[src/rtl/pucch_alpha_seq_gen.sv]
// PUCCH cyclic-shift generator: Gold-sequence engine feeding per-symbol n_cs and alpha.
// One i_start produces one (alpha, n_cs, l) tuple per symbol of the configured span.
module pucch_alpha_seq_gen #(
    parameter int STEP_BITS = 8,
    parameter int NC        = 1600
) (
    input  logic       clk,
    input  logic       rst,
    input  logic       i_start,
    input  logic       i_ext_cp,
    input  logic [7:0] i_nslot,
    input  logic [9:0] i_nid,
    input  logic [3:0] i_m0,
    input  logic [3:0] i_mcs,
    input  logic       i_interlace,
    input  logic [3:0] i_nirb,
    input  logic [3:0] i_start_sym,
    input  logic [3:0] i_nsym,
    input  logic       i_ready,
    output logic       o_valid,
    output logic [3:0] o_alpha,
    output logic [7:0] o_ncs,
    output logic [3:0] o_sym,
    output logic       o_busy,
    output logic       o_done,
    output logic [2:0] o_dbg_state
);

    localparam int SHIFT   = $clog2(STEP_BITS);
    localparam int GEN_CYC = 8 / STEP_BITS;

    typedef enum logic [2:0] {
        S_IDLE = 3'd0,
        S_LOAD = 3'd1,
        S_SKIP = 3'd2,
        S_GEN  = 3'd3,
        S_OUT  = 3'd4,
        S_FIN  = 3'd5
    } state_t;

    state_t      state_q, state_d;
    logic        ext_q, inter_q;
    logic [7:0]  nslot_q;
    logic [9:0]  nid_q;
    logic [3:0]  m0_q, mcs_q, nirb_q, l0_q, nsym_q;
    logic [30:0] x1_q, x1_d, x2_q, x2_d, x1_adv, x2_adv;
    logic [15:0] cnt_q, cnt_d;
    logic [4:0]  rem_q, rem_d;
    logic [3:0]  sym_q, sym_d;
    logic [7:0]  sr_q, sr_d, sr_adv;
    logic [3:0]  alpha_q, alpha_d, osym_q, osym_d;
    logic [7:0]  ncs_q, ncs_d;

    logic [4:0]  nsymb, avail, k_cnt;
    logic [15:0] sym_base, skip_bits, skip_cyc;
    logic [8:0]  m_int, sum9;

    // Slot geometry from the latched config: skip length and emitted symbol count.
    always_comb begin
        nsymb     = ext_q ? 5'd12 : 5'd14;
        sym_base  = 16'(nsymb) * 16'(nslot_q) + 16'(l0_q);
        skip_bits = 16'(NC) + (sym_base << 3);
        skip_cyc  = skip_bits >> SHIFT;
        avail     = (5'(l0_q) < nsymb) ? (nsymb - 5'(l0_q)) : 5'd0;
        k_cnt     = (5'(nsym_q) < avail) ? 5'(nsym_q) : avail;
    end

    // STEP_BITS unrolled Gold steps; register bit k holds x(n+k), c(n) = x1[0] ^ x2[0].
    always_comb begin
        x1_adv = x1_q;
        x2_adv = x2_q;
        sr_adv = sr_q;
        for (int i = 0; i < STEP_BITS; i++) begin
            sr_adv = {x1_adv[0] ^ x2_adv[0], sr_adv[7:1]};
            x1_adv = {x1_adv[3] ^ x1_adv[0], x1_adv[30:1]};
            x2_adv = {x2_adv[3] ^ x2_adv[2] ^ x2_adv[1] ^ x2_adv[0], x2_adv[30:1]};
        end
        m_int = inter_q ? 9'(nirb_q) * 9'd5 : 9'd0;
        sum9  = 9'(m0_q) + 9'(mcs_q) + m_int + 9'(sr_adv);
    end

    // Handshake: a symbol transfers on a clock edge where o_valid && i_ready; while
    // o_valid && !i_ready the registered outputs hold. i_start overrides everything.
    always_comb begin
        state_d = state_q;
        x1_d    = x1_q;
        x2_d    = x2_q;
        cnt_d   = cnt_q;
        rem_d   = rem_q;
        sym_d   = sym_q;
        sr_d    = sr_q;
        alpha_d = alpha_q;
        ncs_d   = ncs_q;
        osym_d  = osym_q;
        case (state_q)
            S_LOAD: begin
                x1_d    = 31'd1;
                x2_d    = {21'd0, nid_q};
                cnt_d   = skip_cyc - 16'd1;
                rem_d   = k_cnt;
                sym_d   = l0_q;
                state_d = S_SKIP;
            end
            S_SKIP: begin
                x1_d = x1_adv;
                x2_d = x2_adv;
                if (cnt_q == 16'd0) begin
                    cnt_d   = 16'(GEN_CYC - 1);
                    state_d = (rem_q == 5'd0) ? S_FIN : S_GEN;
                end else begin
                    cnt_d = cnt_q - 16'd1;
                end
            end
            S_GEN: begin
                x1_d = x1_adv;
                x2_d = x2_adv;
                sr_d = sr_adv;
                if (cnt_q == 16'd0) begin
                    ncs_d   = sr_adv;
                    alpha_d = 4'(sum9 % 9'd12);
                    osym_d  = sym_q;
                    state_d = S_OUT;
                end else begin
                    cnt_d = cnt_q - 16'd1;
                end
            end
            S_OUT: begin
                if (i_ready) begin
                    rem_d   = rem_q - 5'd1;
                    sym_d   = sym_q + 4'd1;
                    cnt_d   = 16'(GEN_CYC - 1);
                    state_d = (rem_q == 5'd1) ? S_FIN : S_GEN;
                end
            end
            S_FIN:   state_d = S_IDLE;
            default: state_d = state_q;
        endcase
        if (i_start) state_d = S_LOAD;
    end

    always_ff @(posedge clk) begin
        if (rst) begin
            state_q <= S_IDLE;
            x1_q    <= '0;
            x2_q    <= '0;
            cnt_q   <= '0;
            rem_q   <= '0;
            sym_q   <= '0;
            sr_q    <= '0;
            alpha_q <= '0;
            ncs_q   <= '0;
            osym_q  <= '0;
            ext_q   <= 1'b0;
            inter_q <= 1'b0;
            nslot_q <= '0;
            nid_q   <= '0;
            m0_q    <= '0;
            mcs_q   <= '0;
            nirb_q  <= '0;
            l0_q    <= '0;
            nsym_q  <= '0;
        end else begin
            state_q <= state_d;
            x1_q    <= x1_d;
            x2_q    <= x2_d;
            cnt_q   <= cnt_d;
            rem_q   <= rem_d;
            sym_q   <= sym_d;
            sr_q    <= sr_d;
            alpha_q <= alpha_d;
            ncs_q   <= ncs_d;
            osym_q  <= osym_d;
            if (i_start) begin
                ext_q   <= i_ext_cp;
                inter_q <= i_interlace;
                nslot_q <= i_nslot;
                nid_q   <= i_nid;
                m0_q    <= i_m0;
                mcs_q   <= i_mcs;
                nirb_q  <= i_nirb;
                l0_q    <= i_start_sym;
                nsym_q  <= i_nsym;
            end
        end
    end

    assign o_valid     = (state_q == S_OUT);
    assign o_busy      = (state_q != S_IDLE);
    assign o_done      = (state_q == S_FIN);
    assign o_alpha     = alpha_q;
    assign o_ncs       = ncs_q;
    assign o_sym       = osym_q;
    assign o_dbg_state = state_q;

endmodule
[config.mk]
export PLATFORM = sky130hd
export DESIGN_NAME = pucch_alpha_seq_gen
export DESIGN_NICKNAME = d
export VERILOG_FILES = /design/src/rtl/pucch_alpha_seq_gen.sv
export SDC_FILE = /design/constraint.sdc
export NUM_CORES = 1
export LEC_CHECK = 0
export CAP_MARGIN = 20
export CORE_ASPECT_RATIO = 0.6
export CORE_UTILIZATION = 50
export DETAILED_ROUTE_END_ITERATION = 16
export HOLD_SLACK_MARGIN = 0.15
export PLACE_DENSITY_LB_ADDON = 0.15
export RECOVER_POWER = 100
export SYNTH_ARGS = -nofsm -noshare
export SYNTH_HDL_FRONTEND = slang
export SYNTH_SLANG_ARGS = --single-unit
[constraint.sdc]
create_clock -name clk -period 8.8 [get_ports clk]
set_clock_uncertainty 0.05 [all_clocks]
set_input_delay 0.88 -clock clk [delete_from_list [all_inputs] [get_ports clk]]
set_output_delay 0.88 -clock clk [all_outputs]
set_load 0.05 [all_outputs]
==> impl_results.md, run 1 <==
- Synth Area in Simple Gates: 0.179
- First-pass GRT wire length: 35.2 mm
- Final Routed Wirelength: 21.6 mm
- Fraction of layout cells with a size suffix above 1: 0.0524
- Post-synthesis mux area share: 0.0726
- CP Max Fanout: 63
- Clock Tree Root: clkbuf_16
- Met2 global-route usage: 0.303
- Residual DRC: 0
- Clk_lat worst skew: 420 ps
- Fin crit period: 6390 ps
- Ys async rst share: 0
- Slew HR: -1.21
- Mapped Cells: 1,035
- Net count after synthesis: 1,160
- RSZ-0062 raised after global routing: false
- Routability-driven placement congestion ratio: 0.855
- TritonRoute pass-1 iters: 6
- Synthesized flop and latch total: 146
- Largest delay share family, worst path: buffers and inverters
- Final Slew Violations: 161
- Tcrit/Tclk final: 0.727
- Initial antenna violation count: 0
- Most frequent CP cell: clkbuf_1
- CTS tree: done
- GRT Total Usage: 0.241
- WL/cell: 16.3 um
- Final worst setup slack: 2410 ps
- Setup Buffers After CTS: 0
- Fmax: 156 MHz
- Post-CTS sizing: 0
- Final hold vios: 0
- DP Wirelength: 15.6 mm
- # setup viols final: 0
- CP required: 9090 ps
- Number of synthesized flops with an enable pin: 0
- Top FF cell, synth: dfxtp_1
- Ranking of synthesized cells by area: dfxtp_1, ha_1, mux2i_1
- H-Tree Depth: 4
- Gr ovfl total: 0
- Synth Cell Area: 8880 um^2
- Post-synthesis xor/xnor area fraction: 0.0600
- Critical path's slowest cell: clkbuf_1
- Worst Setup End Kind: flop
- Met1 usage: 0.390
- Post-Synth Adder-Cell Area: 0.128
- Die width: 174 um
- Synth top area share: 0.329
- # nets final: 1,199
- Critical path class: flop to flop
- Dominant cell type by area after synthesis: dfxtp_1
- Area Growth Syn to Fin: 15.6%
- Post-DR vias/cell: 5.74
- Critical Path AT: 6680 ps
- Clock Pin Slew Worst Setup and Hold Paths: 60 ps
- Avg Inst Size Synth: 8.58 um^2
- Core Rows: 37
- Leak: 0.00430 uW
- Antenna viol nets, final: 0
- CORE AREA: 17,300 um^2
- Pin count of the biggest net entering global routing: 86
- Sequential area share after synthesis: 0.329
- Max incr delay on CP: 2110 ps
- Vias post-DR: 7,576
- CTS Buf Count: 17
- Setup tns final: 0 ps
- Iteration-0 DRC Markers: 692
- Die area: 18,300 um^2
- Synth Area in Compound Gates: 0.190
- # port buffers: 65
- Vias in the first global route: 6,609
- Status: finished with violations
- Slew @ Worst Pin: 3320 ps
- Violated checks: capacitance limit, slew limit
- Hold-fix buffers, CTS: 0
- # IOs: 66
- Most frequent cell after synthesis: nor2_1
- Number of diodes: 0
- Die Y: 105 um
- Pre-CTS WS: 3900 ps
- Critical Path, Cell by Cell: inv_1 -> ha_1 -> clkbuf_1 -> nor2_4 -> clkbuf_1 -> o21ai_0 -> and2_0 -> clkbuf_1 -> nand3_1 -> or3_1 -> a2bb2oi_1
- Worst Setup Start Kind: flop
- Initial Util: 0.514
- GR peak layer: met1
- GR Layer Usage met3: 0.0588
- PwrDens: 197 nW/um^2
- Leading post-synthesis cells by instance count: nor2_1, dfxtp_1, nand2_1
- Longest Clk Path Bufs: 2
- Synth cell types: 76
- Worst VDD drop: 0.0000979 V
- Warnings, synthesis: 0
- CTS sink count: 146
- Main combinational cell family by area after synthesis: compound AO/OA/AOI/OAI gates
- Buf+Inv Stages, Crit Path: 4
- Max_cap viols: 3
- Hold Path Class: flop to flop
-- where the power goes --
part / leakage, uW / switching, uW / internal, uW
sequential: 0.00119 / 35.9 / 691
clock: 0.000291 / 313 / 430
combinational: 0.00282 / 329 / 219
-- through the flow --
stage	util	hold slack, ps	instances	total power (uW)	cell area, um^2
CTS	0.595	403	1320	2020	10300
floorplan	-	383	1035	1140	8880
global placement	0.561	388	1288	1280	9680
detailed placement	0.561	395	1288	1280	9680
global route	0.594	424	1321	2130	10300
finish	0.594	397	1321	2020	10300
-- routing by layer --
metal / routed length (um) / up-vias / share of wire
met2: 7980 / 232 / 0.37
li1: - / 3796 / -
met1: 11800 / 3522 / 0.54
met3: 1590 / 26 / 0.074
met4: 267 / 0 / 0.012
met5: 0 / - / 0
-- sequential cells by signal (all words and copies together) (netlist names) --
signal       count
x2_q            31
nirb_q           4
l0_q             4
o_dbg_state      3
o_sym            4
x1_q            31
inter_q          1
m0_q             4
o_ncs            8
rem_q            5
sym_q            4
cnt_q           16
o_alpha          4
nslot_q          8
ext_q            1
nsym_q           4
nid_q           10
mcs_q            4
-- cell type report --
type / count / area (um^2)
fillers: 1523 / 7010
multi-input cells: 794 / 5600
flip-flops and latches: 146 / 2920
repair buffers: 74 / 692
clock buffers: 19 / 433
well taps: 234 / 293
clock inverters: 13 / 168
inverters: 41 / 154
-- layout by cell type (no fill, tap or decap), drive strengths merged, types with 6 or more instances in the layout --
cell type,count
clkbuf,24
xnor2,29
xor2,31
and3,8
nand4,7
nor2b,9
o21a,6
nor2,158
inv,49
a21o,6
and2,9
dlygate4sd3,23
nor3,25
o22ai,6
nand2,67
nand3,18
a21oi,50
fa,17
buf,6
nor4,6
a31oi,10
o21ai,47
ha,64
clkdlybuf4s50,40
a211oi,18
nor3b,9
a22oi,59
mux2i,61
dfxtp,146
-- cells by family after synthesis --
family                   after synthesis
AND/OR/NAND/NOR                      341
AO/OA/AOI/OAI                        248
flip-flops                           146
buffers and inverters                 95
adder cells (fa/ha/maj)               81
multiplexers                          64
XOR/XNOR                              60
-- worst paths after layout --
| path | from | to | slack (ps) | cells past startpoint |
|---|---|---|---|---|
| hold reg to reg | o_sym[1]$_SDFFE_PP0P_ | o_sym[1]$_SDFFE_PP0P_ | 400 | 2 |
| setup reg to reg | o_dbg_state[2]$_SDFFE_PP0P_ | cnt_q[14]$_SDFFE_PP0P_ | 2410 | 11 |
| setup / recovery | o_dbg_state[2]$_SDFFE_PP0P_ | cnt_q[14]$_SDFFE_PP0P_ | 2410 | 11 |
| hold / removal | o_sym[1]$_SDFFE_PP0P_ | o_sym[1]$_SDFFE_PP0P_ | 400 | 2 |
-- tightest hold or removal path, delay by kind of cell (launching register included) --
family,cells,cell delay [ps]
DFF,1,310
and+or+nand+nor,1,50
AOI/OAI and AO/OA,1,50
Note: power is estimated with default switching activity, not from simulation.
==> run 2: changes to the inputs <==
Clock period 8.8 ns to 6 ns, I/O delays scaled along.
==> run 2 against run 1 <==
- the flow still finishes with violations (capacitance limit, slew limit)
- critical path type unchanged
- power up 47%
- critical endpoint is now x2_q[2]$_SDFFE_PP0P_
- combinational power up 48%
- sequential share of layout area about the same
- sequential power up 47%
==> impl_results.md, run 2 (synthesis results as in run 1) <==
- Longest Clk Path Bufs: 2
- Iteration-0 DRC Markers: 718
- Slew HR: -1.17
- # IOs: 66
- Status: finished with violations
- Max_cap viols: 3
- Fraction of layout cells with a size suffix above 1: 0.0542
- Core Rows: 37
- Int Power: 1940 uW
- Pre-CTS WS: 1100 ps
- Post-DR vias/cell: 5.72
- Final Slew Violations: 160
- # nets final: 1,200
- Worst Setup End Kind: flop
- Tcrit/Tclk final: 0.849
- Fmax: 196 MHz
- Worst Setup Start Kind: flop
- Final worst setup slack: 908 ps
- Buf+Inv Stages, Crit Path: 4
- CTS sink count: 146
- CTS Buf Count: 17
- Final hold vios: 0
- Tot Pwr: 2970 uW
- Leak: 0.00430 uW
- Final Routed Wirelength: 21.9 mm
- Fin crit period: 5090 ps
- Number of diodes: 0
- # port buffers: 65
- Logic pwr share: 0.273
- Initial antenna violation count: 0
- Die Y: 105 um
- PwrDens: 289 nW/um^2
- Vias in the first global route: 6,719
- Post-CTS sizing: 0
- Initial Util: 0.514
- Clock Pin Slew Worst Setup and Hold Paths: 70 ps
- CTS tree: done
- Residual DRC: 0
- Hold Path Class: flop to flop
- Critical path class: flop to flop
- Most frequent cells in the layout: nor2_1, dfxtp_1, nand2_1
- Reg-to-Reg Start: o_dbg_state[2]$_SDFFE_PP0P_
- Area Growth Syn to Fin: 15.7%
- # setup viols final: 0
- Switch Pwr: 1030 uW
- Routability-driven placement congestion ratio: 0.855
- Pin count of the biggest net entering global routing: 86
- First-pass GRT wire length: 36.0 mm
- WL/cell: 16.6 um
- Setup Buffers After CTS: 0
- Max incr delay on CP: 2070 ps
- Hold_sp: o_sym[3]$_SDFFE_PP0P_
- CP required: 6280 ps
- Violated checks: capacitance limit, slew limit
- Antenna viol nets, final: 0
- Clk_lat worst skew: 430 ps
- RSZ-0062 raised after global routing: false
- H-Tree Depth: 4
- Most common cell after layout, fill and taps aside: nor2_1
- Die area: 18,300 um^2
- Critical Path, Cell by Cell: inv_1 -> ha_1 -> clkbuf_1 -> inv_1 -> o21ai_0 -> clkbuf_1 -> nor2_1 -> a211oi_1
- Gr ovfl total: 0
- Clock power frac: 0.368
- Critical Path Start: o_dbg_state[2]$_SDFFE_PP0P_
- Register share of total power: 0.359
- Largest registers: x1_q x31, x2_q x31, cnt_q x16
- Die width: 174 um
- Critical Path AT: 5370 ps
- Slew @ Worst Pin: 3260 ps
- Critical path's slowest cell: clkbuf_1
- Switching Share: 0.348
- CP Max Fanout: 62
- Hold-fix buffers, CTS: 0
- Clock Tree Root: clkbuf_16
- TritonRoute pass-1 iters: 6
- CORE AREA: 17,300 um^2
- GRT Total Usage: 0.246
- Worst VDD drop: 0.000167 V
- DP Wirelength: 15.8 mm
- Largest delay share family, worst path: buffers and inverters
- Vias post-DR: 7,561
- Setup tns final: 0 ps
-- run 2: stage by stage --
step,hold slack [ps],util,area (um^2),cells
finish,398,0.595,10300,1322
CTS,402,0.596,10300,1320
detailed placement,393,0.561,9680,1288
global placement,389,0.561,9680,1288
global route,425,0.595,10300,1322
floorplan,383,-,8880,1035
-- run 2: power groups by stage --
stage	clock network (uW)	logic (uW)	registers, uW
floorplan	0	602	1070
global placement	0	785	1090
detailed placement	0	789	1090
CTS	1110	796	1060
global route	1160	898	1070
finish	1090	810	1070
-- run 2: worst paths after layout --
| kind | end | slack (ps) | cells after the start |
|---|---|---|---|
| worst min register to register | o_sym[3]$_SDFFE_PP0P_ | 400 | 2 |
| worst max register to register | x2_q[2]$_SDFFE_PP0P_ | 910 | 8 |
| worst min-delay path | o_sym[3]$_SDFFE_PP0P_ | 400 | 2 |
| worst max-delay path | x2_q[2]$_SDFFE_PP0P_ | 910 | 8 |
-- run 2: cell type report --
cell class | instances | area [um^2]
clock inverter | 15 | 181
clock buffer | 17 | 425
multi-input combinational | 794 | 5600
inverter | 41 | 154
tap | 234 | 293
timing repair buffer | 75 | 699
fill | 1514 | 6990
sequential | 146 | 2920
-- run 2: tightest hold or removal path: stages (launching register included) --
cell	delay (ps)
dfxtp_1	310
nand2_1	50
a21oi_1	50
-- run 2: routing by layer --
metal	GRT usage	vias up	routed length (um)
met5	0	-	0
met2	0.317	255	8110
met4	0.0470	0	110
met3	0.0393	9	1320
met1	0.413	3504	12400
li1	-	3793	-
